$ cat src/rtl/ser2par_pkg.sv
// rtl/ser2par_pkg.sv - shared width helpers and the even-parity function for ser2par_buffer
package ser2par_pkg;

  localparam int PARITY_MAX_W = 64;

  function automatic int frame_width(input int data_w, input bit par_en);
    return par_en ? data_w + 1 : data_w;
  endfunction

  function automatic int level_width(input int depth);
    return $clog2(depth + 1);
  endfunction

  // Zero-extended words are fine here because the extra zeros do not change the XOR.
  function automatic logic even_parity(input logic [PARITY_MAX_W-1:0] bits);
    return ^bits;
  endfunction

endpackage

$ cat src/rtl/ser2par_fifo.sv
// rtl/ser2par_fifo.sv - first-word-fall-through FIFO with wrap-bit full/empty detection
module ser2par_fifo
  import ser2par_pkg::*;
#(
  parameter int DATA_W = 8,
  parameter int DEPTH  = 4,
  parameter int LVL_W  = level_width(DEPTH)
) (
  input  logic              clk,
  input  logic              rst_n,
  input  logic              push,
  input  logic [DATA_W-1:0] push_data,
  input  logic              pop,
  output logic [DATA_W-1:0] head_data,
  output logic [LVL_W-1:0]  level,
  output logic              full,
  output logic              empty
);

  localparam int AW = $clog2(DEPTH);
  localparam logic [AW:0] PTR_ONE = {{AW{1'b0}}, 1'b1};

  logic [AW:0]       wr_ptr_q, wr_ptr_d;
  logic [AW:0]       rd_ptr_q, rd_ptr_d;
  logic [DATA_W-1:0] mem_q [DEPTH];
  logic [DATA_W-1:0] mem_d [DEPTH];
  logic              do_push;
  logic              do_pop;

  assign empty   = (wr_ptr_q == rd_ptr_q);
  assign full    = (wr_ptr_q[AW] != rd_ptr_q[AW]) && (wr_ptr_q[AW-1:0] == rd_ptr_q[AW-1:0]);
  assign do_pop  = pop && !empty;
  // A full FIFO still takes a word when the head leaves on the same edge.
  assign do_push = push && (!full || do_pop);

  always_comb begin
    wr_ptr_d = wr_ptr_q;
    rd_ptr_d = rd_ptr_q;
    mem_d    = mem_q;
    if (do_push) begin
      mem_d[wr_ptr_q[AW-1:0]] = push_data;
      wr_ptr_d                = wr_ptr_q + PTR_ONE;
    end
    if (do_pop) begin
      rd_ptr_d = rd_ptr_q + PTR_ONE;
    end
  end

  always_ff @(posedge clk or negedge rst_n) begin
    if (!rst_n) begin
      wr_ptr_q <= '0;
      rd_ptr_q <= '0;
      for (int i = 0; i < DEPTH; i++) begin
        mem_q[i] <= '0;
      end
    end else begin
      wr_ptr_q <= wr_ptr_d;
      rd_ptr_q <= rd_ptr_d;
      mem_q    <= mem_d;
    end
  end

  assign head_data = mem_q[rd_ptr_q[AW-1:0]];
  assign level     = LVL_W'(wr_ptr_q - rd_ptr_q);

endmodule

$ cat src/rtl/ser2par_buffer.sv
// rtl/ser2par_buffer.sv - serial-to-parallel deserializer feeding an output FIFO
// Optional even-parity frame check is built when SER2PAR_PARITY_EN is defined.
module ser2par_buffer
  import ser2par_pkg::*;
#(
  parameter int DATA_W    = 8,
  parameter int DEPTH     = 4,
  parameter bit MSB_FIRST = 1'b1
) (
  input  logic                         clk,
  input  logic                         rst,
  input  logic                         enable,
  input  logic                         data_in,
  input  logic                         out_ready,
  input  logic                         clr_err,
  output logic [DATA_W-1:0]            out_data,
  output logic                         out_valid,
  output logic                         word_done,
  output logic [level_width(DEPTH)-1:0] level,
  output logic                         overrun,
  output logic                         par_err
);

`ifdef SER2PAR_PARITY_EN
  localparam bit PAR_EN = 1'b1;
`else
  localparam bit PAR_EN = 1'b0;
`endif

  localparam int FRAME_W = frame_width(DATA_W, PAR_EN);
  localparam int CNT_W   = $clog2(FRAME_W);
  localparam logic [CNT_W-1:0] CNT_LAST = CNT_W'(FRAME_W - 1);
  localparam logic [CNT_W-1:0] CNT_ONE  = {{(CNT_W-1){1'b0}}, 1'b1};

  logic [DATA_W-1:0] shreg_q, shreg_d;
  logic [DATA_W-1:0] shifted;
  logic [DATA_W-1:0] word;
  logic [CNT_W-1:0]  cnt_q, cnt_d;
  logic              word_done_q, word_done_d;
  logic              overrun_q, overrun_d;
  logic              frame_end;
  logic              frame_ok;
  logic              data_edge;
  logic              push;
  logic              drop;
  logic              fifo_full;
  logic              fifo_empty;

  assign shifted   = MSB_FIRST ? {shreg_q[DATA_W-2:0], data_in} : {data_in, shreg_q[DATA_W-1:1]};
  assign frame_end = enable && (cnt_q == CNT_LAST);

`ifdef SER2PAR_PARITY_EN
  logic par_err_q, par_err_d;

  // The parity bit is checked but never enters the shift register.
  assign data_edge = enable && (cnt_q != CNT_LAST);
  assign word      = shreg_q;
  assign frame_ok  = (even_parity(PARITY_MAX_W'(shreg_q)) == data_in);

  always_comb begin
    par_err_d = par_err_q;
    if (frame_end && !frame_ok) begin
      par_err_d = 1'b1;
    end else if (clr_err) begin
      par_err_d = 1'b0;
    end
  end

  always_ff @(posedge clk or negedge rst) begin
    if (!rst) begin
      par_err_q <= 1'b0;
    end else begin
      par_err_q <= par_err_d;
    end
  end

  assign par_err = par_err_q;
`else
  assign data_edge = enable;
  assign word      = shifted;
  assign frame_ok  = 1'b1;
  assign par_err   = 1'b0;
`endif

  assign push = frame_end && frame_ok;
  assign drop = push && fifo_full && !out_ready;

  always_comb begin
    shreg_d     = shreg_q;
    cnt_d       = cnt_q;
    word_done_d = frame_end;
    overrun_d   = overrun_q;
    if (data_edge) begin
      shreg_d = shifted;
    end
    if (!enable || frame_end) begin
      cnt_d = '0;
    end else begin
      cnt_d = cnt_q + CNT_ONE;
    end
    // A new drop outranks a simultaneous clear.
    if (drop) begin
      overrun_d = 1'b1;
    end else if (clr_err) begin
      overrun_d = 1'b0;
    end
  end

  always_ff @(posedge clk or negedge rst) begin
    if (!rst) begin
      shreg_q     <= '0;
      cnt_q       <= '0;
      word_done_q <= 1'b0;
      overrun_q   <= 1'b0;
    end else begin
      shreg_q     <= shreg_d;
      cnt_q       <= cnt_d;
      word_done_q <= word_done_d;
      overrun_q   <= overrun_d;
    end
  end

  ser2par_fifo #(
    .DATA_W (DATA_W),
    .DEPTH  (DEPTH)
  ) u_fifo (
    .clk       (clk),
    .rst_n     (rst),
    .push      (push),
    .push_data (word),
    .pop       (out_ready),
    .head_data (out_data),
    .level     (level),
    .full      (fifo_full),
    .empty     (fifo_empty)
  );

  assign out_valid = !fifo_empty;
  assign word_done = word_done_q;
  assign overrun   = overrun_q;

endmodule

$ cat config.mk
export PLATFORM = sky130hd
export DESIGN_NAME = ser2par_buffer
export DESIGN_NICKNAME = d
export VERILOG_FILES = /design/src/rtl/ser2par_pkg.sv /design/src/rtl/ser2par_fifo.sv /design/src/rtl/ser2par_buffer.sv
export SDC_FILE = /design/constraint.sdc
export NUM_CORES = 1
export LEC_CHECK = 0
export BUFFER_PORTS_ARGS = -buffer_cell sky130_fd_sc_hd__buf_2
export CAP_MARGIN = 10
export CORE_UTILIZATION = 45
export DETAILED_ROUTE_END_ITERATION = 10
export PLACE_DENSITY_LB_ADDON = 0.25
export SYNTH_ARGS = -nofsm -noshare
export SYNTH_HDL_FRONTEND = slang
export SYNTH_HIERARCHICAL = 1
export SYNTH_SLANG_ARGS = --single-unit
$ cat constraint.sdc
create_clock -name clk -period 2.35 [get_ports clk]
set_clock_uncertainty 0.1 [all_clocks]
set_input_delay 0.235 -clock clk [delete_from_list [all_inputs] [get_ports clk]]
set_output_delay 0.235 -clock clk [all_outputs]
set_load 0.05 [all_outputs]
==> impl_metrics.toml <==
[timing]
slew_violations = 0
timing.slew.headroom_pct = 59.0
rsz0062_at_grt = "false"
holdWs_ns = 0.0339
fin_tns_setup_ns = 0
tightest_slew_ns = 0.616
fin_crit_sh_pct = 94.4
hold_viol_final = 0
post-route-min-period_ns = 2.22
setup_viol = 0
clock.fmax_ghz = 0.451

[setup_path]
arrival_ns = 1.88
crit_fanout = 4
setup.worst_path.class = "reg2out"
end_kind = "output port"
start_kind = "flip-flop"
cp.required_ns = 2.02

[yosys]
synth_nets = 172
seq_area_frac_synth_pct = 53.3
syn-cell-area_sq_um = 2350
yosysTopAreaCellShare_pct = 53.3
synth-main-ff-cell = "dfrtp_1"
yosys-top-cells-area = "dfrtp_1, mux2_2, mux4_2, ha_1, mux2_4"
synth_top_area_cell = "dfrtp_1"
synth_enable_flop_cells = 0
synth_warnings = 6
ys_ff_latch = 50
syn_area_per_cell_sq_um = 15.1
async_flop_share_pct = 100
synthCells = 156
synthDistinctLibCells = 31

[power_and_ir_drop]
p_per_area_nw_per_um2 = 873
switching_power_mw = 0.857
comb_power_share_pct = 34.9
leakage_nw = 1.31
peakVddDrop_v = 0.000413
switching_share_pct = 37.3
p_int_mw = 1.44
pwr-share-seq_pct = 44.3
clockPowerShare_pct = 20.8

[clock_tree]
clk_latency_ns = 0.29
path_clk_slew_ns = 0.09
cts_buffers = 5
clock_sinks = 50
htreeDepth = 2
root_buffer = "clkbuf_8"
cts_tree = "built"
clockBufferDepth = 2

[detailed_routing]
wl_um = 4150
first_pass_iters = 4
wl_per_cell_um = 16.6
vias = 1301
route.detailed.drc = 0
final_antenna_net_count = 0
avgViaCountPerCell = 5.20
drt_iter0_markers = 72

[worst_hold_path]
hold_path_class = "in2reg"

[grt]
busiest_layer = "met2"
met2_usage_pct = 29.6
grt_pass1_wl_um = 7150
met1_usage_pct = 23.2
gr-usage-met3_pct = 3.79
antenna_found_initial = 0
grt_start_max_net_pins = 51
grt.overflow.total = 0
grt_usage_pct = 17.8
grt_pass1_vias = 1456

[die]
core_sq_um = 4880
start_util_pct = 48.1
chipWidth_um = 74.2
die_h_um = 74.2
die-area_sq_um = 5510
rows = 25
ios = 21

[flow_run]
maxCapViolations = 0

[cells_and_area]
antennaDiodeCount = 0
fin_nets = 199
layout_commonest_cell = "dfrtp_1"
mostFrequentLayoutCells = "dfrtp_1, mux2_2, buf_2"
syn_to_final_growth_pct = 12.1
utilization_pct = 54.0
drive_gt1_share_pct = 47.5

[placement]
io_buffers = 19
place_hpwl_um = 2900
gp_congestion = 0.826

[run_status]
status = "complete, no violations"
==> flip-flops by register name, indices dropped and copies added, names as in the netlist <==
| name | cells |
|---|---|
| cnt_q | 3 |
| overrun | 1 |
| u_fifo/mem_q | 32 |
| word_done | 1 |
| shreg_q | 7 |
| u_fifo/rd_ptr_q | 3 |
| u_fifo/wr_ptr_q | 3 |
==> area by class of cell <==
type                    instances  area [sq um]
fillers                       442          2250
flip-flops and latches         50          1250
multi-input cells              93          1040
repair buffers                 26           153
well taps                      67          83.8
clock buffers                   6          72.6
inverters                       7          26.3
clock inverters                 1          7.51
==> cell usage after synthesis (3+ instances only) <==
library cell  number
a21oi_2            3
dfrtp_1           50
inv_1              7
mux2_2            34
nor2_1             3
mux2_4             5
ha_1               9
xnor2_1            4
mux4_2             8
nand2_1            7
==> stage by stage <==
stage	cell area [sq um]	setup slack (ns)	std cells	power, mW
floorplan	2360	0.0528	156	1.66
global placement	2540	0.318	242	1.82
detailed placement	2540	0.234	242	1.84
CTS	2630	0.0862	250	2.32
global route	2630	0.0240	250	2.44
finish	2630	0.131	250	2.30
==> metal layers <==
layer / vias to the layer above / wire length [um] / part of all wire [%]
li1: 605 / - / -
met1: 662 / 1830 / 44
met2: 28 / 2120 / 51
met3: 6 / 140 / 3.4
met4: 0 / 60 / 1.4
met5: - / 0 / 0
==> worst paths after layout <==
check | start | to | slack [ns] | cells past startpoint
worst max-delay path | u_fifo/wr_ptr_q[0] | level[2] | 0.13 | 6
worst min-delay path | clr_err | overrun | 0.03 | 2
worst max register to register | u_fifo/wr_ptr_q[0] | u_fifo/mem_q[1] | 0.22 | 5
worst min register to register | cnt_q[0] | cnt_q[0] | 0.37 | 1
max in group asynchronous | rst | u_fifo/rd_ptr_q[1] | 1.27 | 3
min in group asynchronous | rst | overrun | 0.48 | 3
==> power by group through the flow <==
| stage | clock network, mW | registers, mW | logic [mW] |
|---|---|---|---|
| floorplan | 0 | 1.01 | 0.648 |
| global route | 0.521 | 1.03 | 0.885 |
| finish | 0.478 | 1.02 | 0.803 |
| global placement | 0 | 1.03 | 0.797 |
| CTS | 0.492 | 1.02 | 0.811 |
| detailed placement | 0 | 1.04 | 0.806 |
==> logic make-up after synthesis <==
family / synth area share (%)
compound gates: 2.88
xor+xnor: 2.18
fa+ha+maj: 5.65
buf+inv: 2.77
flops: 53.3
mux: 28.1
other cells: 0.160
simple gates: 4.96
==> worst max-delay path, stage by stage (launching register included) <==
cell and delay (ns):
dfrtp_1 0.43, inv_1 0.13, ha_1 0.16, inv_1 0.05, fa_1 0.40, xnor2_2 0.16, clkbuf_4 0.25
==> repair_timing <==
action	in CTS	in global routing
hold buffers	1	0
hold endpoints to repair	50	0
resized for setup	0	1
setup endpoints to repair	0	1
buffers inserted	0	0
(Power assumes the default switching activity.)
